**src/rtl/alu_ctrl_pkg.sv**
```systemverilog
// Shared encodings for the ALU control block: ALU op codes, funct codes,
// main-control op classes and the multi-cycle FSM states.
package alu_ctrl_pkg;

    typedef enum logic [3:0] {
        OP_AND     = 4'd0,
        OP_OR      = 4'd1,
        OP_ADD     = 4'd2,
        OP_ILLEGAL = 4'd3,
        OP_DIV     = 4'd4,
        OP_MUL     = 4'd5,
        OP_SUB     = 4'd6,
        OP_SLT     = 4'd7,
        OP_SLL     = 4'd8,
        OP_SRL     = 4'd9,
        OP_XOR     = 4'd10,
        OP_NOR     = 4'd11
    } alu_op_e;

    typedef enum logic [1:0] {
        ALUOP_MEM   = 2'b00,
        ALUOP_BEQ   = 2'b01,
        ALUOP_RTYPE = 2'b10,
        ALUOP_ADDI  = 2'b11
    } aluop_e;

    localparam logic [5:0] FUNCT_SLL = 6'h00;
    localparam logic [5:0] FUNCT_SRL = 6'h02;
    localparam logic [5:0] FUNCT_MUL = 6'h18;
    localparam logic [5:0] FUNCT_DIV = 6'h1A;
    localparam logic [5:0] FUNCT_ADD = 6'h20;
    localparam logic [5:0] FUNCT_SUB = 6'h22;
    localparam logic [5:0] FUNCT_AND = 6'h24;
    localparam logic [5:0] FUNCT_OR  = 6'h25;
    localparam logic [5:0] FUNCT_XOR = 6'h26;
    localparam logic [5:0] FUNCT_NOR = 6'h27;
    localparam logic [5:0] FUNCT_SLT = 6'h2A;

    localparam int CNT_W = 6;

    typedef enum logic [1:0] {
        ST_IDLE = 2'd0,
        ST_BUSY = 2'd1,
        ST_DONE = 2'd2
    } state_e;

endpackage

```
**src/rtl/alu_ctrl_decode.sv**
```systemverilog
// Combinational ALUop/funct decode. Mul/div are only recognised when
// ALU_CTRL_MULDIV_EN is defined; otherwise they decode as illegal.
module alu_ctrl_decode
    import alu_ctrl_pkg::*;
(
    input  logic [1:0] ALUop,
    input  logic [5:0] funct,
    output logic [3:0] op,
    output logic       illegal,
    output logic       is_mul,
    output logic       is_div
);

    always_comb begin
        // NOTE: every output gets a default first so no path can infer a latch.
        op      = OP_ILLEGAL;
        illegal = 1'b0;
        is_mul  = 1'b0;
        is_div  = 1'b0;
        case (ALUop)
            ALUOP_MEM, ALUOP_ADDI: op = OP_ADD;
            ALUOP_BEQ:             op = OP_SUB;
            ALUOP_RTYPE: begin
                case (funct)
                    FUNCT_ADD: op = OP_ADD;
                    FUNCT_SUB: op = OP_SUB;
                    FUNCT_AND: op = OP_AND;
                    FUNCT_OR:  op = OP_OR;
                    FUNCT_SLT: op = OP_SLT;
                    FUNCT_SLL: op = OP_SLL;
                    FUNCT_SRL: op = OP_SRL;
                    FUNCT_XOR: op = OP_XOR;
                    FUNCT_NOR: op = OP_NOR;
`ifdef ALU_CTRL_MULDIV_EN
                    FUNCT_MUL: begin
                        op     = OP_MUL;
                        is_mul = 1'b1;
                    end
                    FUNCT_DIV: begin
                        op     = OP_DIV;
                        is_div = 1'b1;
                    end
`endif
                    default: begin
                        op      = OP_ILLEGAL;
                        illegal = 1'b1;
                    end
                endcase
            end
            default: op = OP_ILLEGAL;
        endcase
    end

endmodule

```
**src/rtl/alu_control_mc.sv**
```systemverilog
// Registered ALU control with a multi-cycle mul/div sequencer.
// Mul/div support is enabled by defining ALU_CTRL_MULDIV_EN.
module alu_control_mc
    import alu_ctrl_pkg::*;
#(
    parameter int MUL_LAT = 4,
    parameter int DIV_LAT = 32
) (
    input  logic       clk,
    input  logic       rst_n,
    input  logic       in_valid,
    input  logic [1:0] ALUop,
    input  logic [5:0] funct,
    input  logic       flush,
    output logic [3:0] control_out,
    output logic       ctrl_valid,
    output logic       ex,
    output logic       stall,
    output logic       done,
    output logic       hilo_we
);

    localparam logic [CNT_W-1:0] MUL_CNT = CNT_W'(MUL_LAT - 1);
    localparam logic [CNT_W-1:0] DIV_CNT = CNT_W'(DIV_LAT - 1);

    logic [3:0]       dec_op;
    logic             dec_illegal;
    logic             dec_is_mul;
    logic             dec_is_div;
    logic             accept;
    state_e           state_q, state_d;
    logic [CNT_W-1:0] cnt_q, cnt_d;

    alu_ctrl_decode u_decode (
        .ALUop   (ALUop),
        .funct   (funct),
        .op      (dec_op),
        .illegal (dec_illegal),
        .is_mul  (dec_is_mul),
        .is_div  (dec_is_div)
    );

    assign accept = in_valid && !stall && !flush;

    always_ff @(posedge clk or negedge rst_n) begin
        if (!rst_n) begin
            control_out <= OP_ILLEGAL;
            ctrl_valid  <= 1'b0;
            ex          <= 1'b0;
        end else begin
            // NOTE: non-blocking so every register samples pre-edge values.
            ctrl_valid <= accept;
            ex         <= accept && dec_illegal;
            if (accept) begin
                control_out <= dec_op;
            end
        end
    end

    always_ff @(posedge clk or negedge rst_n) begin
        if (!rst_n) begin
            state_q <= ST_IDLE;
            cnt_q   <= '0;
        end else begin
            state_q <= state_d;
            cnt_q   <= cnt_d;
        end
    end

    // A mul/div accepted in the DONE cycle starts its own BUSY phase directly.
    always_comb begin
        state_d = state_q;
        cnt_d   = cnt_q;
        case (state_q)
            ST_IDLE, ST_DONE: begin
                state_d = ST_IDLE;
                if (accept && dec_is_mul) begin
                    state_d = ST_BUSY;
                    cnt_d   = MUL_CNT;
                end else if (accept && dec_is_div) begin
                    state_d = ST_BUSY;
                    cnt_d   = DIV_CNT;
                end
            end
            ST_BUSY: begin
                if (cnt_q == '0) begin
                    state_d = ST_DONE;
                end else begin
                    cnt_d = cnt_q - 1'b1;
                end
            end
            default: state_d = ST_IDLE;
        endcase
        if (flush) begin
            state_d = ST_IDLE;
            cnt_d   = '0;
        end
    end

`ifdef ALU_CTRL_MULDIV_EN
    assign stall = (state_q == ST_BUSY);
    assign done  = (state_q == ST_DONE);
`else
    assign stall = 1'b0;
    assign done  = 1'b0;
`endif
    assign hilo_we = done;

endmodule
```
**config.mk**
```make
export PLATFORM = sky130hd
export DESIGN_NAME = alu_control_mc
export DESIGN_NICKNAME = d
export VERILOG_FILES = /design/src/rtl/alu_ctrl_pkg.sv /design/src/rtl/alu_ctrl_decode.sv /design/src/rtl/alu_control_mc.sv
export SDC_FILE = /design/constraint.sdc
export NUM_CORES = 1
export LEC_CHECK = 0
export BUFFER_PORTS_ARGS = -buffer_cell sky130_fd_sc_hd__buf_4
export CAP_MARGIN = 20
export CELL_PAD_IN_SITES_DETAIL_PLACEMENT = 0
export CELL_PAD_IN_SITES_GLOBAL_PLACEMENT = 1
export CORE_MARGIN = 8
export CORE_UTILIZATION = 25
export DETAILED_ROUTE_END_ITERATION = 7
export PLACE_DENSITY = 0.57
export SLEW_MARGIN = 20
export SYNTH_ARGS = -nofsm -noshare
export SYNTH_HDL_FRONTEND = slang
export SYNTH_HIERARCHICAL = 1
export SYNTH_SLANG_ARGS = --single-unit
```
**constraint.sdc**
```tcl
create_clock -name clk -period 1.5 [get_ports clk]
set_input_delay 0.075 -clock clk [delete_from_list [all_inputs] [get_ports clk]]
set_output_delay 0.075 -clock clk [all_outputs]
set_load 0.02 [all_outputs]
```
* Word-level counts from Yosys, hierarchy flattened
Cells that the tools add are included.
Storage, ports and cells: bits in registers 6, logic and storage cells 25, output and inout port bits 9
Cells by class: equal/unequal tests 11, reductions and logical operators 7, mux-type cells 4
Operators by type and width (count):
- $eq A6 B6 Y1 const B | 7
- $pmux W4 S9 | 1
- $pmux W4 S3 | 1
- $reduce_or A9 Y1 | 1
- $eq A6 B2 Y1 const B | 1
- $logic_not A6 Y1 | 1
- $eq A2 B2 Y1 const B | 2
- $eq A2 B1 Y1 const B | 1
- $logic_and A1 B1 Y1 | 2
- $logic_not A2 Y1 | 1
- $mux W1 | 2
- $reduce_or A2 Y1 | 1
- $logic_not A1 Y1 | 1

* Logic depth before layout (Yosys ltp)
Gate-level depths: netlist (run 1).
word-level depth 5, mapped depth 6

* Hierarchy
The synthesis (run 1) kept the hierarchy.
Modules (own cells, without submodules):
- alu_control_mc | cells each 17, area each 271.5 um2, times used 1
- alu_ctrl_decode | cells each 28, area each 187.7 um2, times used 1

* Least setup slack after synthesis (run 1)
OpenSTA, ideal clock, no wires.
path kind input -> register, from input ALUop[0], to register control_out[1], cell stages on the path 5, data required time 1418 ps, path slack 182 ps, arrival 1235 ps, path buffers 0, cell sequence inv_1 -> ha_1 -> or2_2 -> a311o_1 -> mux2_4
On the way: word-level cells in the longest chain between the ends 3, elaborated cells on any way between the ends 6, classes of those cells 3 x eq/ne; 1 x mux; 2 x reduce/logical
RTL lines:
- from (decl) | RTL line alu_control_mc.sv:12 | input logic [1:0] ALUop,
- $eq A2 B2 Y1 / $logic_not A2 Y1 (equally long branches) | RTL line alu_ctrl_decode.sv:20 | case (ALUop)
- $reduce_or A2 Y1 | RTL line alu_ctrl_decode.sv:20
- $pmux W4 S3 * | RTL line alu_ctrl_decode.sv:20
- net dec_op[1] | RTL line alu_control_mc.sv:26 | logic [3:0] dec_op;
- to (signal assigned) | RTL line alu_control_mc.sv:55 | control_out <= dec_op;
- to (decl) | RTL line alu_control_mc.sv:15 | output logic [3:0] control_out,
Mark *: on every way through the listed nets, which the timed path passes. The rest lies on a longest branch. A chain may end at the register's enable or synchronous reset.

* Worst setup path in the final report (run 1)
Same ends and word-level chain as after synthesis.

==> results by group, run 1 <==
Drt
  – Initial DRC count: 5
  – Total vias in the final route: 365
  – Total routed wirelength: 983 um
  – Drt first pass iters: 3
  – Drt wl/cell: 12.6 um
  – DR vias/cell: 4.68
  – Antenna-violating nets left: 0
  – Post-route DRC: 0

Final layout
  – Final cell count without fillers: 78
  – Ratio of cells with drive above 1 in the final layout: 50.8%
  – Post-route cell area: 596 sq um
  – Post-layout nets: 77
  – Ant diodes: 0
  – Most frequent cells in the layout: buf_4 (17), mux2_4 (4), dfrtp_1 (4), nor2_1 (4)
  – # fillers: 183
  – Most common cell after layout, fill and taps aside: buf_4
  – Post-layout util: 35.3%
  – Area delta synth->final: 35.2%

Critical path
  – Cells along the critical path: buf_4 > inv_1 > ha_1 > or2_2 > a311o_1 > mux2_4
  – CP bufs+invs: 2
  – Critical path depth: 6
  – FF-to-FF setup slack: 0.75 ns
  – R2r worst-path depth: 1
  – Slowest CP cell: a311o_1
  – Max incr delay on CP: 0.33 ns
  – Worst Path Max Fanout: 3
  – Critical path endpoint category: register
  – Critical Path RT: 1.67 ns
  – Worst R2R Start: control_out[3]
  – Reg2reg end: control_out[3]
  – Largest delay share family, worst path: compound AO/OA/AOI/OAI gates
  – Worst setup path startpoint: ALUop[0]
  – Arr. time, crit path: 1.40 ns
  – Crit path launch type: primary input
  – Setup crit end: control_out[1]
  – Critical path type: primary input to register

Floorplanning
  – DIE AREA: 3360 sq um
  – I/O pin total: 21
  – Starting density of the core: 26.1%
  – Core area: 1690 sq um
  – Die H: 58.0 um
  – Die W: 58.0 um
  – Row cnt: 15

Clock tree
  – Clk_lat worst skew: 0.24 ns
  – CTS Sinks: 6
  – Post-CTS Setup Bufs: 0
  – Root Buffer: clkbuf_4
  – H-tree Lvls: 1
  – Clock tree buffer depth: 2
  – Clock slew at reported path FFs: 0.04 ns
  – CTS tree: built
  – CTS buffer count: 3
  – Post-CTS Resized: 0

Placement
  – Pre-CTS setup slack: 0.0371 ns
  – Post-DP Area: 563 sq um
  – Gpl congestion: 0.748
  – Dpl cells: 74
  – HPWL Detailed: 804 um
  – Port-buffer cells: 17

Job
  – # Max-Cap Violations: 0

Global routing
  – First-pass GRT wire length: 1.72 mm
  – All-Layer GR Usage: 6.55%
  – Largest net degree at the start of global routing: 8
  – Initial antenna violation count: 0
  – Remaining global-route overflow: 0
  – Vias in the first global route: 397

Power and ir drop
  – Static Leak: 0.301 nW
  – Maximum vdd drop: 0.358 mV
  – Tot Pwr: 479 uW
  – PwrDens: 804 nW/um^2

Synth
  – Synth Instances: 42
  – Avg Inst Size Synth: 10.5 sq um
  – Yosys warnings: 6
  – Cell area after synthesis: 440 sq um

STA
  – Crit path time final: 1.23 ns
  – RSZ-0062 raised after global routing: false
  – Layout Skew: 0 ns
  – Worst setup margin: 0.266 ns
  – Fin crit share: 82.3%
  – Setup tns final: 0 ns
  – Fmax: 0.810 GHz
  – Min Hold Slack: 0.0252 ns
  – Final hold violation count: 0
  – Final Max Slew Viols: 0
  – # setup viols final: 0

Run status
  – Outcome: finished clean

Worst hold path
  – Hold WC Path Type: primary input to register
## where the power goes
group / switching, mW / internal [mW]
registers: 0.00711 / 0.182
logic: 0.0683 / 0.0738
clock network: 0.0575 / 0.0905
## final cells by class
| type | instances | area (sq um) | area share, % |
|---|---|---|---|
| multi-input cells | 32 | 254 | 42.6 |
| flip-flops and latches | 6 | 153 | 25.6 |
| repair buffers | 18 | 138 | 23.1 |
| clock buffers | 3 | 22.5 | 3.78 |
| well taps | 17 | 21.3 | 3.57 |
| inverters | 2 | 7.51 | 1.26 |
## routing by layer
metal / part of all wire [%] / up-vias / GRT usage (%)
met1: 44 / 171 / 6.33
met2: 47 / 12 / 10.7
met4: 1.6 / 0 / 3.15
met3: 6.9 / 2 / 4.19
met5: 0 / - / 0
li1: - / 180 / -
## worst min path at each step
stage           from        endpoint  slack (ns)  cells past startpoint
4_1_cts        flush      ctrl_valid        0.02                      2
6_report       flush      ctrl_valid        0.03                      2
5_1_grt        flush      ctrl_valid       0.007                      2
3_5_place_dp   rst_n      ctrl_valid       -0.11                      1
2_1_floorplan  rst_n  control_out[2]       -0.22                      0
3_3_place_gp   rst_n      ctrl_valid       -0.11                      1
## registers in the layout, summed over array words and instances (netlist names)
name         count
ex               1
ctrl_valid       1
control_out      4
## timing repair
action	in CTS	in global routing
endpoints found under the setup margin	0	0
hold buffers	1	0
endpoints found under the hold margin	6	0
Power figures use the tool's default switching activity.
==> inputs of run 2 (changes only) <==
--- a/config.mk
+++ b/config.mk
@@ -5,6 +5,7 @@
 export SDC_FILE = /design/constraint.sdc
 export NUM_CORES = 1
 export LEC_CHECK = 0
+export ABC_AREA = 1
 export BUFFER_PORTS_ARGS = -buffer_cell sky130_fd_sc_hd__buf_4
 export CAP_MARGIN = 20
 export CELL_PAD_IN_SITES_DETAIL_PLACEMENT = 0
@@ -12,7 +13,7 @@
 export CORE_MARGIN = 8
 export CORE_UTILIZATION = 25
 export DETAILED_ROUTE_END_ITERATION = 7
-export PLACE_DENSITY = 0.57
+export PLACE_DENSITY = 0.59
 export SLEW_MARGIN = 20
 export SYNTH_ARGS = -nofsm -noshare
 export SYNTH_HDL_FRONTEND = slang
==> constraint.sdc (replaced) <==
create_clock -name clk -period 1.3 [get_ports clk]
set_input_delay 0.065 -clock clk [delete_from_list [all_inputs] [get_ports clk]]
set_output_delay 0.065 -clock clk [all_outputs]
set_load 0.02 [all_outputs]
==> results by group, run 2 <==
Drt
  – Initial DRC count: 18 (+13)
  – Post-route DRC: 0 (unchanged)
  – Drt wl/cell: 9.89 um (-22%)
  – Total vias in the final route: 509 (+39%)
  – Total routed wirelength: 1.21 mm (+23%)
  – Drt first pass iters: 4 (+1)
  – DR vias/cell: 4.17 (-11%)
  – Antenna-violating nets left: 0 (unchanged)

Floorplanning
  – Die W: 61.2 um (+5.6%)
  – Row cnt: 16 (+1)
  – DIE AREA: 3740 sq um (+11%)
  – Core area: 1940 sq um (+15%)
  – Die H: 61.2 um (+5.6%)
  – I/O pin total: 21 (unchanged)
  – Starting density of the core: 26.3% (+0.21 points)

STA
  – Fin crit share: 74.3%
  – # setup viols final: 0 (unchanged)
  – Final Max Slew Viols: 0 (unchanged)
  – Final hold violation count: 0 (unchanged)
  – Setup tns final: 0 ns (unchanged)
  – Min Hold Slack: 0.0850 ns (+0.0598 ns)
  – Fmax: 1.04 GHz
  – Crit path time final: 0.966 ns
  – RSZ-0062 raised after global routing: false
  – Layout Skew: 0 ns (unchanged)

Critical path
  – Critical path type: register to output port
  – Max incr delay on CP: 0.52 ns (+0.19 ns)
  – Crit path launch type: register
  – Cells along the critical path: buf_4
  – Largest delay share family, worst path: flip-flops
  – CP bufs+invs: 1 (-1)
  – Critical Path RT: 1.24 ns (-0.43 ns)
  – Critical path endpoint category: output port
  – Worst Path Max Fanout: 2 (-1)
  – Arr. time, crit path: 0.90 ns (-0.50 ns)
  – Slowest CP cell: dfstp_2

Final layout
  – Reg with most FFs: control_out
  – Ratio of cells with drive above 1 in the final layout: 38.9% (-12 points)
  – Most frequent cells in the layout: nand2_1 (18), buf_4 (17), inv_1 (11)
  – Largest regs: control_out: 4 flops, ctrl_valid: 1 flops, ex: 1 flops
  – Ant diodes: 0 (unchanged)
  – Most common cell after layout, fill and taps aside: nand2_1
  – Largest register FFs: 4 (unchanged)
  – # fillers: 227 (+24%)
  – Post-layout nets: 111 (+44%)
  – Post-route cell area: 689 sq um (+16%)
  – Area delta synth->final: 35.0%

Power and ir drop
  – Sw Share: 30.6% (+2.8 points)
  – Flop pwr share: 39.0% (-0.5 points)
  – Sw Pwr: 167 uW (+26%)
  – Clock power frac: 31.1% (+0.2 points)
  – Static Leak: 0.388 nW (+29%)
  – Maximum vdd drop: 0.277 mV (-23%)
  – Comb pwr share: 29.9% (+0.2 points)
  – Internal: 380 uW (+9.8%)
  – PwrDens: 794 nW/um^2 (-1.3%)

Clock tree
  – H-tree Lvls: 1 (unchanged)
  – Clock slew at reported path FFs: 0.04 ns (about the same)
  – CTS Sinks: 6 (unchanged)
  – Clk_lat worst skew: 0.24 ns (about the same)
  – CTS tree: built
  – Post-CTS Setup Bufs: 0 (unchanged)
  – CTS buffer count: 3 (unchanged)
  – Root Buffer: clkbuf_4
  – Clock tree buffer depth: 2 (unchanged)

Synth
  – Synth Instances: 75 (+79%)
  – Cell area after synthesis: 510 sq um (+16%)
  – Yosys warnings: 6 (unchanged)
  – Avg Inst Size Synth: 6.81 sq um (-35%)

Global routing
  – Initial antenna violation count: 0 (unchanged)
  – All-Layer GR Usage: 7.18% (+0.63 points)
  – First-pass GRT wire length: 2.01 mm (+17%)
  – Vias in the first global route: 520 (+31%)
  – Remaining global-route overflow: 0 (unchanged)
  – Largest net degree at the start of global routing: 7 (-1)

Run status
  – Outcome: finished clean

Placement
  – Post-DP Area: 657 sq um (+17%)
  – Port-buffer cells: 17 (unchanged)
  – Gpl congestion: 0.766 (+2.5%)
  – HPWL Detailed: 1.04 mm (+29%)

Worst hold path
  – Hold WC Path Type: primary input to register

Job
  – # Max-Cap Violations: 0 (unchanged)
run 2: worst paths after layout:
kind,from,endpoint,slack [ns],cells after the start
worst max-delay path,control_out[1],control_out[1],0.33,1
worst min register to register,control_out[1],control_out[1],0.46,2
min in group asynchronous,rst_n,ctrl_valid,0.17,2
worst min-delay path,in_valid,control_out[1],0.08,3
max in group asynchronous,rst_n,control_out[1],0.93,2
worst max register to register,control_out[1],control_out[1],0.62,2
run 2: repair_timing:
| item | in CTS | in global routing |
|---|---|---|
| hold endpoints to repair | 6 | 0 |
| resized for setup | 0 | 0 |
| hold buffers | 1 | 0 |
run 2: layout make-up:
class,count,area [sq um],share of cell area [%]
clock buffers,3,22.5,3.27
inverters,13,48.8,7.08
multi-input cells,55,294,42.6
flip-flops and latches,6,153,22.1
well taps,27,33.8,4.90
repair buffers,18,138,20.0
run 2: through the flow:
stage                     std cells  total power, mW  setup WS, ns  utilization [%]
final                           122            0.548         0.334             35.5
after global routing            122            0.589         0.299             35.5
after CTS                       122            0.560         0.323             35.5
after detailed placement        118            0.380         0.134             33.8
after global placement          118            0.380         0.150             33.8
after floorplan                  77            0.313         0.276                -
run 2: power by group through the flow:
stage                     Combinational [mW]  Sequential [mW]  Clock [mW]
after floorplan                       0.0791            0.234           0
after global placement                 0.164            0.216           0
after detailed placement               0.164            0.216           0
after CTS                              0.167            0.214       0.179
after global routing                   0.181            0.216       0.192
final                                  0.164            0.214       0.170
run 2: routing by layer:
| layer | track usage (%) | part of all wire (%) |
|---|---|---|
| met1 | 7.50 | 42 |
| met4 | 3.99 | 1.6 |
| met2 | 11.8 | 49 |
| met5 | 0 | 0 |
| met3 | 3.13 | 7.7 |
